File: config.mk
export PLATFORM = sky130hd
export DESIGN_NAME = mem_arbiter_flat
export DESIGN_NICKNAME = d
export VERILOG_FILES = /design/src/rtl/mem_arbiter_if.sv /design/src/rtl/mem_arbiter.sv /design/src/flat_wrapper.sv
export SDC_FILE = /design/constraint.sdc
export NUM_CORES = 1
export LEC_CHECK = 0
export CAP_MARGIN = 10
export CORE_AREA = 8 8 199 201
export DETAILED_ROUTE_END_ITERATION = 10
export DIE_AREA = 0 0 207 209
export GPL_TIMING_DRIVEN = 1
export PLACE_DENSITY = 0.74
export REMOVE_ABC_BUFFERS = 1
export SETUP_SLACK_MARGIN = 0.5
export SLEW_MARGIN = 5
export SYNTH_ARGS = -nofsm -noshare
export SYNTH_HDL_FRONTEND = slang
export SYNTH_SLANG_ARGS = --single-unit
File: constraint.sdc
create_clock -name clk -period 1.8 [get_ports clk]
set_input_delay 0.36 -clock clk [delete_from_list [all_inputs] [get_ports clk]]
set_output_delay 0.36 -clock clk [all_outputs]
set_load 0.01 [all_outputs]
File: src/rtl/mem_arbiter_if.sv
// Bundles the IFU/LSU request-response channels and the data-memory port of mem_arbiter.
// slave: arbiter view. master: requester/memory view.
interface mem_arbiter_if;
  logic        ifu_req_valid;
  logic        ifu_req_ready;
  logic [63:0] ifu_addr;
  logic        ifu_resp_valid;
  logic        ifu_resp_ready;
  logic [63:0] ifu_rdata;

  logic        lsu_req_valid;
  logic        lsu_req_ready;
  logic        lsu_wen;
  logic [3:0]  lsu_size;
  logic [63:0] lsu_addr;
  logic [63:0] lsu_wdata;
  logic        lsu_resp_valid;
  logic        lsu_resp_ready;
  logic [63:0] lsu_rdata;
  logic        lsu_err;

  logic        mem_ena;
  logic        mem_wen;
  logic [3:0]  mem_mask;
  logic [63:0] mem_addr;
  logic [63:0] mem_wdata;
  logic [63:0] mem_rdata;

  modport slave (
    input  ifu_req_valid, ifu_addr, ifu_resp_ready,
    input  lsu_req_valid, lsu_wen, lsu_size, lsu_addr, lsu_wdata, lsu_resp_ready,
    input  mem_rdata,
    output ifu_req_ready, ifu_resp_valid, ifu_rdata,
    output lsu_req_ready, lsu_resp_valid, lsu_rdata, lsu_err,
    output mem_ena, mem_wen, mem_mask, mem_addr, mem_wdata
  );

  modport master (
    output ifu_req_valid, ifu_addr, ifu_resp_ready,
    output lsu_req_valid, lsu_wen, lsu_size, lsu_addr, lsu_wdata, lsu_resp_ready,
    output mem_rdata,
    input  ifu_req_ready, ifu_resp_valid, ifu_rdata,
    input  lsu_req_ready, lsu_resp_valid, lsu_rdata, lsu_err,
    input  mem_ena, mem_wen, mem_mask, mem_addr, mem_wdata
  );
endinterface

File: src/rtl/mem_arbiter.sv
// Single-port data memory arbiter between IFU and LSU with programmable access latency.
// One transaction in flight: IDLE -> WAIT (LATENCY cycles) -> ACCESS (1 cycle) -> RESP.
// Define MEM_ARB_RR_EN for round-robin arbitration; default is fixed LSU-over-IFU priority.
module mem_arbiter #(
  parameter int unsigned LATENCY = 2
) (
  input  logic          clk,
  input  logic          rst,
  mem_arbiter_if.slave  bus
);

  typedef enum logic [1:0] {StIdle, StWait, StAccess, StResp} state_e;

  state_e      state_q, state_d;
  logic [3:0]  cnt_q, cnt_d;
  logic        grant_ifu_q, grant_ifu_d;  // also serves as the last-grant record
  logic [63:0] addr_q, addr_d;
  logic [63:0] wdata_q, wdata_d;
  logic        wen_q, wen_d;
  logic [3:0]  size_q, size_d;
  logic        err_q, err_d;
  logic [63:0] ifu_rdata_q, ifu_rdata_d;
  logic [63:0] lsu_rdata_q, lsu_rdata_d;

  logic        ifu_win, lsu_win;
  logic        req_misaligned;
  logic        resp_ready;
  logic        in_access, in_resp;
  logic [63:0] rdata_masked;

  // Invalid (non one-hot) sizes count as misaligned.
  function automatic logic is_misaligned(input logic [3:0] size, input logic [2:0] lsb);
    case (size)
      4'b0001: return lsb != 3'd0;
      4'b0010: return lsb[1:0] != 2'd0;
      4'b0100: return lsb[0];
      4'b1000: return 1'b0;
      default: return 1'b1;
    endcase
  endfunction

  function automatic logic [63:0] size_mask(input logic [3:0] size);
    case (size)
      4'b0001: return 64'hffff_ffff_ffff_ffff;
      4'b0010: return 64'h0000_0000_ffff_ffff;
      4'b0100: return 64'h0000_0000_0000_ffff;
      4'b1000: return 64'h0000_0000_0000_00ff;
      default: return 64'h0;
    endcase
  endfunction

  // Arbitration: only the winner sees ready, and only in IDLE.
  always_comb begin
    lsu_win = 1'b0;
    ifu_win = 1'b0;
    if (state_q == StIdle) begin
`ifdef MEM_ARB_RR_EN
      if (bus.lsu_req_valid && bus.ifu_req_valid) begin
        ifu_win = ~grant_ifu_q;
        lsu_win = grant_ifu_q;
      end else begin
        lsu_win = bus.lsu_req_valid;
        ifu_win = bus.ifu_req_valid;
      end
`else
      lsu_win = bus.lsu_req_valid;
      ifu_win = bus.ifu_req_valid & ~bus.lsu_req_valid;
`endif
    end
  end

  assign bus.lsu_req_ready = lsu_win;
  assign bus.ifu_req_ready = ifu_win;

  assign req_misaligned = lsu_win ? is_misaligned(bus.lsu_size, bus.lsu_addr[2:0])
                                  : (bus.ifu_addr[1:0] != 2'b00);
  assign resp_ready     = grant_ifu_q ? bus.ifu_resp_ready : bus.lsu_resp_ready;
  assign rdata_masked   = wen_q ? 64'h0 : (bus.mem_rdata & size_mask(size_q));

  // Next-state and latch logic for the transaction FSM.
  always_comb begin
    state_d     = state_q;
    cnt_d       = cnt_q;
    grant_ifu_d = grant_ifu_q;
    addr_d      = addr_q;
    wdata_d     = wdata_q;
    wen_d       = wen_q;
    size_d      = size_q;
    err_d       = err_q;
    ifu_rdata_d = ifu_rdata_q;
    lsu_rdata_d = lsu_rdata_q;
    unique case (state_q)
      StIdle: begin
        if (lsu_win || ifu_win) begin
          grant_ifu_d = ifu_win;
          addr_d      = lsu_win ? bus.lsu_addr : bus.ifu_addr;
          wdata_d     = lsu_win ? bus.lsu_wdata : 64'h0;
          wen_d       = lsu_win & bus.lsu_wen;
          size_d      = lsu_win ? bus.lsu_size : 4'b0010;
          err_d       = req_misaligned;
          // Misaligned requests answer with zero data, so clear it up front.
          if (ifu_win) ifu_rdata_d = 64'h0;
          else         lsu_rdata_d = 64'h0;
          if (req_misaligned) begin
            state_d = StResp;
          end else if (LATENCY == 0) begin
            state_d = StAccess;
          end else begin
            state_d = StWait;
            cnt_d   = 4'(LATENCY - 1);
          end
        end
      end
      StWait: begin
        if (cnt_q == 4'd0) state_d = StAccess;
        else               cnt_d   = cnt_q - 4'd1;
      end
      StAccess: begin
        if (grant_ifu_q) ifu_rdata_d = rdata_masked;
        else             lsu_rdata_d = rdata_masked;
        state_d = StResp;
      end
      StResp: begin
        if (resp_ready) state_d = StIdle;
      end
      default: state_d = StIdle;
    endcase
  end

  // State register with synchronous reset.
  always_ff @(posedge clk) begin
    if (rst) begin
      state_q     <= StIdle;
      cnt_q       <= 4'd0;
      grant_ifu_q <= 1'b0;
      addr_q      <= 64'h0;
      wdata_q     <= 64'h0;
      wen_q       <= 1'b0;
      size_q      <= 4'h0;
      err_q       <= 1'b0;
      ifu_rdata_q <= 64'h0;
      lsu_rdata_q <= 64'h0;
    end else begin
      state_q     <= state_d;
      cnt_q       <= cnt_d;
      grant_ifu_q <= grant_ifu_d;
      addr_q      <= addr_d;
      wdata_q     <= wdata_d;
      wen_q       <= wen_d;
      size_q      <= size_d;
      err_q       <= err_d;
      ifu_rdata_q <= ifu_rdata_d;
      lsu_rdata_q <= lsu_rdata_d;
    end
  end

  // Outputs decode from current state; a store in ACCESS still commits on a reset edge.
  assign in_access = (state_q == StAccess);
  assign in_resp   = (state_q == StResp);

  assign bus.ifu_resp_valid = in_resp & grant_ifu_q;
  assign bus.lsu_resp_valid = in_resp & ~grant_ifu_q;
  assign bus.lsu_err        = in_resp & ~grant_ifu_q & err_q;
  assign bus.ifu_rdata      = ifu_rdata_q;
  assign bus.lsu_rdata      = lsu_rdata_q;

  assign bus.mem_ena   = in_access;
  assign bus.mem_wen   = in_access & wen_q;
  assign bus.mem_mask  = in_access ? size_q : 4'h0;
  assign bus.mem_addr  = in_access ? addr_q : 64'h0;
  assign bus.mem_wdata = in_access ? wdata_q : 64'h0;

endmodule

File: src/flat_wrapper.sv
// flat-port wrapper written by rule: the top's interface ports become plain ports
module mem_arbiter_flat 
#(
  parameter int unsigned LATENCY = 2
)
  (clk, rst, bus_ifu_req_valid, bus_ifu_addr, bus_ifu_resp_ready, bus_lsu_req_valid, bus_lsu_wen, bus_lsu_size, bus_lsu_addr, bus_lsu_wdata, bus_lsu_resp_ready, bus_mem_rdata, bus_ifu_req_ready, bus_ifu_resp_valid, bus_ifu_rdata, bus_lsu_req_ready, bus_lsu_resp_valid, bus_lsu_rdata, bus_lsu_err, bus_mem_ena, bus_mem_wen, bus_mem_mask, bus_mem_addr, bus_mem_wdata);
  mem_arbiter_if bus_i ();
  input  logic clk;
  input  logic rst;
  input wire logic [$bits(bus_i.ifu_req_valid)-1:0] bus_ifu_req_valid;
  input wire logic [$bits(bus_i.ifu_addr)-1:0] bus_ifu_addr;
  input wire logic [$bits(bus_i.ifu_resp_ready)-1:0] bus_ifu_resp_ready;
  input wire logic [$bits(bus_i.lsu_req_valid)-1:0] bus_lsu_req_valid;
  input wire logic [$bits(bus_i.lsu_wen)-1:0] bus_lsu_wen;
  input wire logic [$bits(bus_i.lsu_size)-1:0] bus_lsu_size;
  input wire logic [$bits(bus_i.lsu_addr)-1:0] bus_lsu_addr;
  input wire logic [$bits(bus_i.lsu_wdata)-1:0] bus_lsu_wdata;
  input wire logic [$bits(bus_i.lsu_resp_ready)-1:0] bus_lsu_resp_ready;
  input wire logic [$bits(bus_i.mem_rdata)-1:0] bus_mem_rdata;
  output wire logic [$bits(bus_i.ifu_req_ready)-1:0] bus_ifu_req_ready;
  output wire logic [$bits(bus_i.ifu_resp_valid)-1:0] bus_ifu_resp_valid;
  output wire logic [$bits(bus_i.ifu_rdata)-1:0] bus_ifu_rdata;
  output wire logic [$bits(bus_i.lsu_req_ready)-1:0] bus_lsu_req_ready;
  output wire logic [$bits(bus_i.lsu_resp_valid)-1:0] bus_lsu_resp_valid;
  output wire logic [$bits(bus_i.lsu_rdata)-1:0] bus_lsu_rdata;
  output wire logic [$bits(bus_i.lsu_err)-1:0] bus_lsu_err;
  output wire logic [$bits(bus_i.mem_ena)-1:0] bus_mem_ena;
  output wire logic [$bits(bus_i.mem_wen)-1:0] bus_mem_wen;
  output wire logic [$bits(bus_i.mem_mask)-1:0] bus_mem_mask;
  output wire logic [$bits(bus_i.mem_addr)-1:0] bus_mem_addr;
  output wire logic [$bits(bus_i.mem_wdata)-1:0] bus_mem_wdata;
  assign bus_i.ifu_req_valid = bus_ifu_req_valid;
  assign bus_i.ifu_addr = bus_ifu_addr;
  assign bus_i.ifu_resp_ready = bus_ifu_resp_ready;
  assign bus_i.lsu_req_valid = bus_lsu_req_valid;
  assign bus_i.lsu_wen = bus_lsu_wen;
  assign bus_i.lsu_size = bus_lsu_size;
  assign bus_i.lsu_addr = bus_lsu_addr;
  assign bus_i.lsu_wdata = bus_lsu_wdata;
  assign bus_i.lsu_resp_ready = bus_lsu_resp_ready;
  assign bus_i.mem_rdata = bus_mem_rdata;
  assign bus_ifu_req_ready = bus_i.ifu_req_ready;
  assign bus_ifu_resp_valid = bus_i.ifu_resp_valid;
  assign bus_ifu_rdata = bus_i.ifu_rdata;
  assign bus_lsu_req_ready = bus_i.lsu_req_ready;
  assign bus_lsu_resp_valid = bus_i.lsu_resp_valid;
  assign bus_lsu_rdata = bus_i.lsu_rdata;
  assign bus_lsu_err = bus_i.lsu_err;
  assign bus_mem_ena = bus_i.mem_ena;
  assign bus_mem_wen = bus_i.mem_wen;
  assign bus_mem_mask = bus_i.mem_mask;
  assign bus_mem_addr = bus_i.mem_addr;
  assign bus_mem_wdata = bus_i.mem_wdata;
  mem_arbiter #(.LATENCY(LATENCY)) u_core (.clk(clk), .rst(rst), .bus(bus_i));
endmodule
* Word level (Yosys, flattened, before mapping) *
Cells that the tools add are included.
W data, S select, Z words.

storage, ports and cells
  bits in registers = 269
  input bits = 267
  output and inout port bits = 267

cells by class
  add/subtract/negate cells = 1
  eq/ne operators = 20
  muxes and demuxes = 30
  bitwise gates (word level) = 9
  reductions and logical operators = 13

operators by type and width
  kind                   count
  $mux W64               11
  $pmux W64 S2           2
  $pmux W64 S4           1
  $and A64 B64 Y64       1
  $mux W4                5
  $reduce_and A4 Y1      3
  $ne A2 B2 Y1 const B   5
  $eq A4 B1 Y1 const B   2
  $eq A4 B2 Y1 const B   2
  $eq A4 B3 Y1 const B   2
  $eq A4 B4 Y1 const B   2
  $mux W2                4
  $ne A2 B1 Y1 const B   4
  $pmux W2 S4            1
  $pmux W4 S2            1
  $reduce_bool A2 Y1     4
  $and A1 B1 Y1          6
  $eq A2 B2 Y1 const B   2
  $logic_not A4 Y1       1
  $mux W1                4
  $pmux W1 S4            1
  $sub A4 B1 Y4 const B  1
  $reduce_and A3 Y1      1
  $reduce_bool A3 Y1     1
  other kinds (5)        6

* Longest topological paths before layout *
  depth in word-level cells = 6
  mapped depth = 10
  depth with buffers taken out = 8

* Least setup slack after synthesis *
Ideal clock, no wire load.

  path kind = register to output
  start point = register u_core.state_q[0]
  end point = output port bus_mem_addr[10]
  arrival time = 1638 ps
  data required time = 1440 ps
  slack = -198 ps
  cell stages (with the launch flop) = 7
  buffers on the path = 3
  path through = dfxtp_1 -> inv_1 -> ha_1 -> clkbuf_1 -> clkbuf_1 -> clkbuf_1 -> and2_1

between the ends
  cells in the longest elaborated chain, start to end = 2

ends and longest elaborated chain
  element                   line                text
  start: declaration        mem_arbiter.sv:14   state_e state_q, state_d;
  start signal: assignment  mem_arbiter.sv:133  state_q <= StIdle;
  start signal: assignment  mem_arbiter.sv:144  state_q <= state_d;
  $eq A2 B2 Y1              mem_arbiter.sv:158  assign in_access = (state_q == StAccess);
  via bus_mem_ena           flat_wrapper.sv:27  output wire logic [$bits(bus_i.mem_ena)-1:0] bus_mem_ena;
  $mux W64                  mem_arbiter.sv:170  assign bus.mem_addr = in_access ? addr_q : 64'h0;
  end: declaration          flat_wrapper.sv:30  output wire logic [$bits(bus_i.mem_addr)-1:0] bus_mem_addr;

The timed path passes the listed nets, and every way through them passes these cells.

* Worst setup path in the final report *
  start point = register u_core.state_q[0]
  end point = output port bus_mem_addr[36]

between the ends
  cells in the longest elaborated chain, start to end = 2

ends and longest elaborated chain
  element       line
  $eq A2 B2 Y1  mem_arbiter.sv:158
  $mux W64      mem_arbiter.sv:170

No other way between the ends.

==> load_flow_metrics.sql <==
INSERT INTO impl_metrics (metric_group, metric, value, unit) VALUES
('layout', 'final_cell_mix', '376 x clkdlybuf4s50_1, 315 x nand2_1, 250 x dfxtp_1, 111 x buf_6, 102 x a21oi_1', ''),
('sta', 'clock-skew-final', '0.0209', 'ns'),
('synth', 'synth_edf_count', '0', ''),
('layout', 'area.growth.synth_to_final', '102', '%'),
('synth', 'yosys_warnings', '0', ''),
('sta', 'finalSetupViolCount', '506', ''),
('synth', 'avgSynthCellArea', '7.76', 'um2'),
('synth', 'synthArstFlopShare', '0', '%'),
('sta', 'final.period_utilization', '133', '%'),
('clock_tree', 'worst_skew_pair.late_latency', '0.57', 'ns'),
('clock_tree', 'clkTransAtPathRegs', '0.07', 'ns'),
('sta', 'worst_hold_slack', '0.307', 'ns'),
('synth', 'synth_area', '0.0114', 'mm2'),
('pwr', 'clkPwrFrac', '20.2', '%'),
('layout', 'layout_commonest_cell', 'clkdlybuf4s50_1', ''),
('synth', 'synth.lib_cells_used.distinct', '50', ''),
('pwr', 'p_per_area', '1410', 'mW/mm2'),
('hold_path', 'hold_path.class', 'in2reg', ''),
('drt', 'dr_pass1_iterations', '6', ''),
('sta', 'timing.final.crit_period', '2.39', 'ns'),
('outcome', 'status', 'finished, violations left', ''),
('floorplan', 'design.portCount', '534', ''),
('pwr', 'fraction_of_power_consumed_by_sequential_logic', '23.0', '%'),
('synth', 'synth-seq-cells', '269', ''),
('placed_design', 'routabilityCongestion', '0.898', ''),
('global_routing', 'first_global_vias', '12900', ''),
('critical_path', 'cp-start-kind', 'flip-flop', ''),
('sta', 'report.final.slew_viol_count', '0', ''),
('layout', 'final_cell_area', '0.0231', 'mm2'),
('floorplan', 'die-area', '0.0433', 'mm2'),
('sta', 'achievable-frequency', '418', 'MHz'),
('placed_design', 'post_place_instance_area', '0.0178', 'mm2'),
('layout', 'finish.net_count', '2408', ''),
('critical_path', 'timing.critical_path.fanout_max', '6', ''),
('drt', 'vias', '14700', ''),
('pwr', 'switching_share', '39.6', '%'),
('global_routing', 'grt_pass1_wl', '77600', 'um'),
('placed_design', 'port_buffers', '533', ''),
('run', 'maxCapViolations', '0', ''),
('synth', 'dominantRegCellSynth', 'dfxtp_1', ''),
('critical_path', 'worst_ep_required_time', '1.44', 'ns'),
('global_routing', 'globalRoute.totalOverflow', '0', ''),
('placed_design', 'dpl_ws', '-0.444', 'ns'),
('floorplan', 'fp.coreArea', '0.0363', 'mm2'),
('sta', 'timing_worst_slew_pin_value', '0.544', 'ns'),
('drt', 'drt-total-wl', '70000', 'um'),
('clock_tree', 'cts_buffers', '29', ''),
('synth', 'synthCells', '1474', ''),
('pwr', 'max-vdd-ir-drop', '0.847', 'mV'),
('layout', 'drive_above_1_share', '35.9', '%'),
('clock_tree', 'cts.path.max_buffers', '3', ''),
('sta', 'worst_slack', '-0.594', 'ns'),
('drt', 'detail_route.vias_per_cell', '5.59', ''),
('placed_design', 'post_dp_hpwl', '36900', 'um'),
('drt', 'post-route-drc-count', '0', ''),
('layout', 'postLayoutCoreUtil', '63.8', '%'),
('clock_tree', 'cts_root_buffer', 'clkbuf_16', ''),
('drt', 'postRouteAntennaNets', '0', ''),
('pwr', 'combinational_fraction_of_design_power', '56.8', '%'),
('drt', 'drt_iter0_drc', '1291', ''),
('critical_path', 'reg2reg_slack', '-0.56', 'ns'),
('floorplan', 'row_count', '70', ''),
('sta', 'rsz_0062_raised_after_global_routing', 'true', ''),
('floorplan', 'die_outline_width', '207', 'um'),
('clock_tree', 'tritoncts', 'built', ''),
('critical_path', 'arrival', '2.03', 'ns'),
('global_routing', 'antenna_found_initial', '12', ''),
('synth', 'ys_seq_area_share', '47.1', '%'),
('critical_path', 'crit_type', 'reg2out', ''),
('floorplan', 'initial_utilization', '31.5', '%'),
('clock_tree', 'post_cts_hold_buffer_count', '0', ''),
('sta', 'final-hold-violation-count', '0', ''),
('drt', 'detail_route.wl_per_cell', '26.6', 'um'),
('clock_tree', 'h-tree-depth', '1', ''),
('global_routing', 'gr-usage-all-layers', '22.4', '%'),
('outcome', 'failed_checks', 'negative setup slack', ''),
('floorplan', 'chipHeight', '209', 'um'),
('pwr', 'power.internal', '0.0197', 'W'),
('critical_path', 'critical_path.endpoint_type', 'output pin', ''),
('pwr', 'switching_power', '0.0129', 'W'),
('sta', 'max_slew_margin', '63.7', '%'),
('clock_tree', 'numClockSinks', '269', ''),
('pwr', 'leakagePower', '8.55', 'nW'),
('global_routing', 'grt_max_degree', '79', '');
[final timing paths]
path	start	end	cells past startpoint
worst min-delay path	rst	u_core.addr_q[61]	2
worst max-delay path	u_core.state_q[0]	bus_mem_addr[36]	9
worst min register to register	u_core.bus.lsu_rdata[2]	u_core.bus.lsu_rdata[2]	2
worst max register to register	u_core.state_q[0]	u_core.bus.ifu_rdata[37]	13
[cell families (layout without fill, tap and decap cells)]
group                    after synthesis  after routing  share of synthesized area [%]
AO/OA/AOI/OAI                        291            293                           15.5
AND/OR/NAND/NOR                      756            756                           30.9
buffers and inverters                147            828                           5.36
adder cells (fa/ha/maj)                7              7                          0.766
flip-flops                           269            269                           47.1
multiplexers                           3              3                          0.263
other                                  0              5                              0
XOR/XNOR                               1              1                         0.0766
[power groups by stage]
stage | Clock, W | Combinational (W) | Sequential, W
finish | 0.00659 | 0.0185 | 0.00749
global placement | 0 | 0.00961 | 0.00744
detailed placement | 0 | 0.00972 | 0.00749
CTS | 0.00653 | 0.0110 | 0.00740
global route | 0.00687 | 0.0190 | 0.00756
floorplan | 0 | 0.00433 | 0.00729
[critical path, cell delays in order (launching register included)]
cell	delay, ns
dfxtp_2	0.36
inv_4	0.05
ha_4	0.20
buf_12	0.15
buf_12	0.12
buf_16	0.12
buf_12	0.12
buf_6	0.11
and2_4	0.14
buf_6	0.11
[layout make-up]
cell class / count / area, um2
diodes: 5 / 12.5
clock inverters: 15 / 184
flip-flops and latches: 269 / 5410
well taps: 468 / 586
fillers: 2633 / 13100
repair buffers: 764 / 8770
inverters: 10 / 52.6
multi-input cells: 1060 / 7270
clock buffers: 39 / 853
[synth_stat cells, types with 3 or more instances]
master,number,area [um2]
mux2i_1,3,30.0
nand4_1,18,113
o21ai_0,4,20.0
buf_4,7,52.6
clkbuf_1,90,338
inv_1,9,33.8
nor2_1,68,255
nor2b_1,4,25.0
buf_1,17,63.8
dfxtp_1,269,5390
or3_1,3,18.8
and2_1,135,845
a21oi_1,204,1020
ha_1,7,87.6
nand2_1,330,1240
buf_2,22,110
nand3_1,181,906
a311oi_1,62,543
nor3_1,5,25.0
[per-stage QoR]
| step | total power [W] | cells | setup TNS, ns |
|---|---|---|---|
| 6_report | 0.0326 | 2630 | -127.97 |
| 3_5_place_dp | 0.0172 | 2426 | -98.76 |
| 5_1_grt | 0.0334 | 2628 | -154.89 |
| 2_1_floorplan | 0.0116 | 1337 | -1011.86 |
| 4_1_cts | 0.0250 | 2509 | -113.43 |
| 3_3_place_gp | 0.0171 | 2426 | -86.24 |
[per-layer routing]
| metal | up-vias | global-route usage (%) | share of wire [%] |
|---|---|---|---|
| met5 | - | 0 | 0.066 |
| met4 | 8 | 7.15 | 6.2 |
| met3 | 273 | 7.14 | 11 |
| met2 | 1066 | 41.9 | 49 |
| met1 | 6967 | 23.6 | 34 |
| li1 | 6382 | - | - |
[flip-flops by register name (all words and copies together), names as in the netlist]
| register | cells |
|---|---|
| u_core.addr_q | 64 |
| u_core.state_q | 2 |
| u_core.err_q | 1 |
| u_core.bus.lsu_rdata | 64 |
| u_core.bus.ifu_rdata | 64 |
| u_core.cnt_q | 4 |
| u_core.size_q | 4 |
| u_core.grant_ifu_q | 1 |
| u_core.wdata_q | 64 |
| u_core.wen_q | 1 |
[timing repair]
action / in CTS / in global routing
pin swaps: 19 / 172
endpoints found under the setup margin: 536 / 536
gates resized for setup: 528 / 612
gates cloned: 10 / 60
hold endpoints to repair: 0 / 0
buffers inserted: 19 / 56
Note: power is estimated with default switching activity, not from simulation.
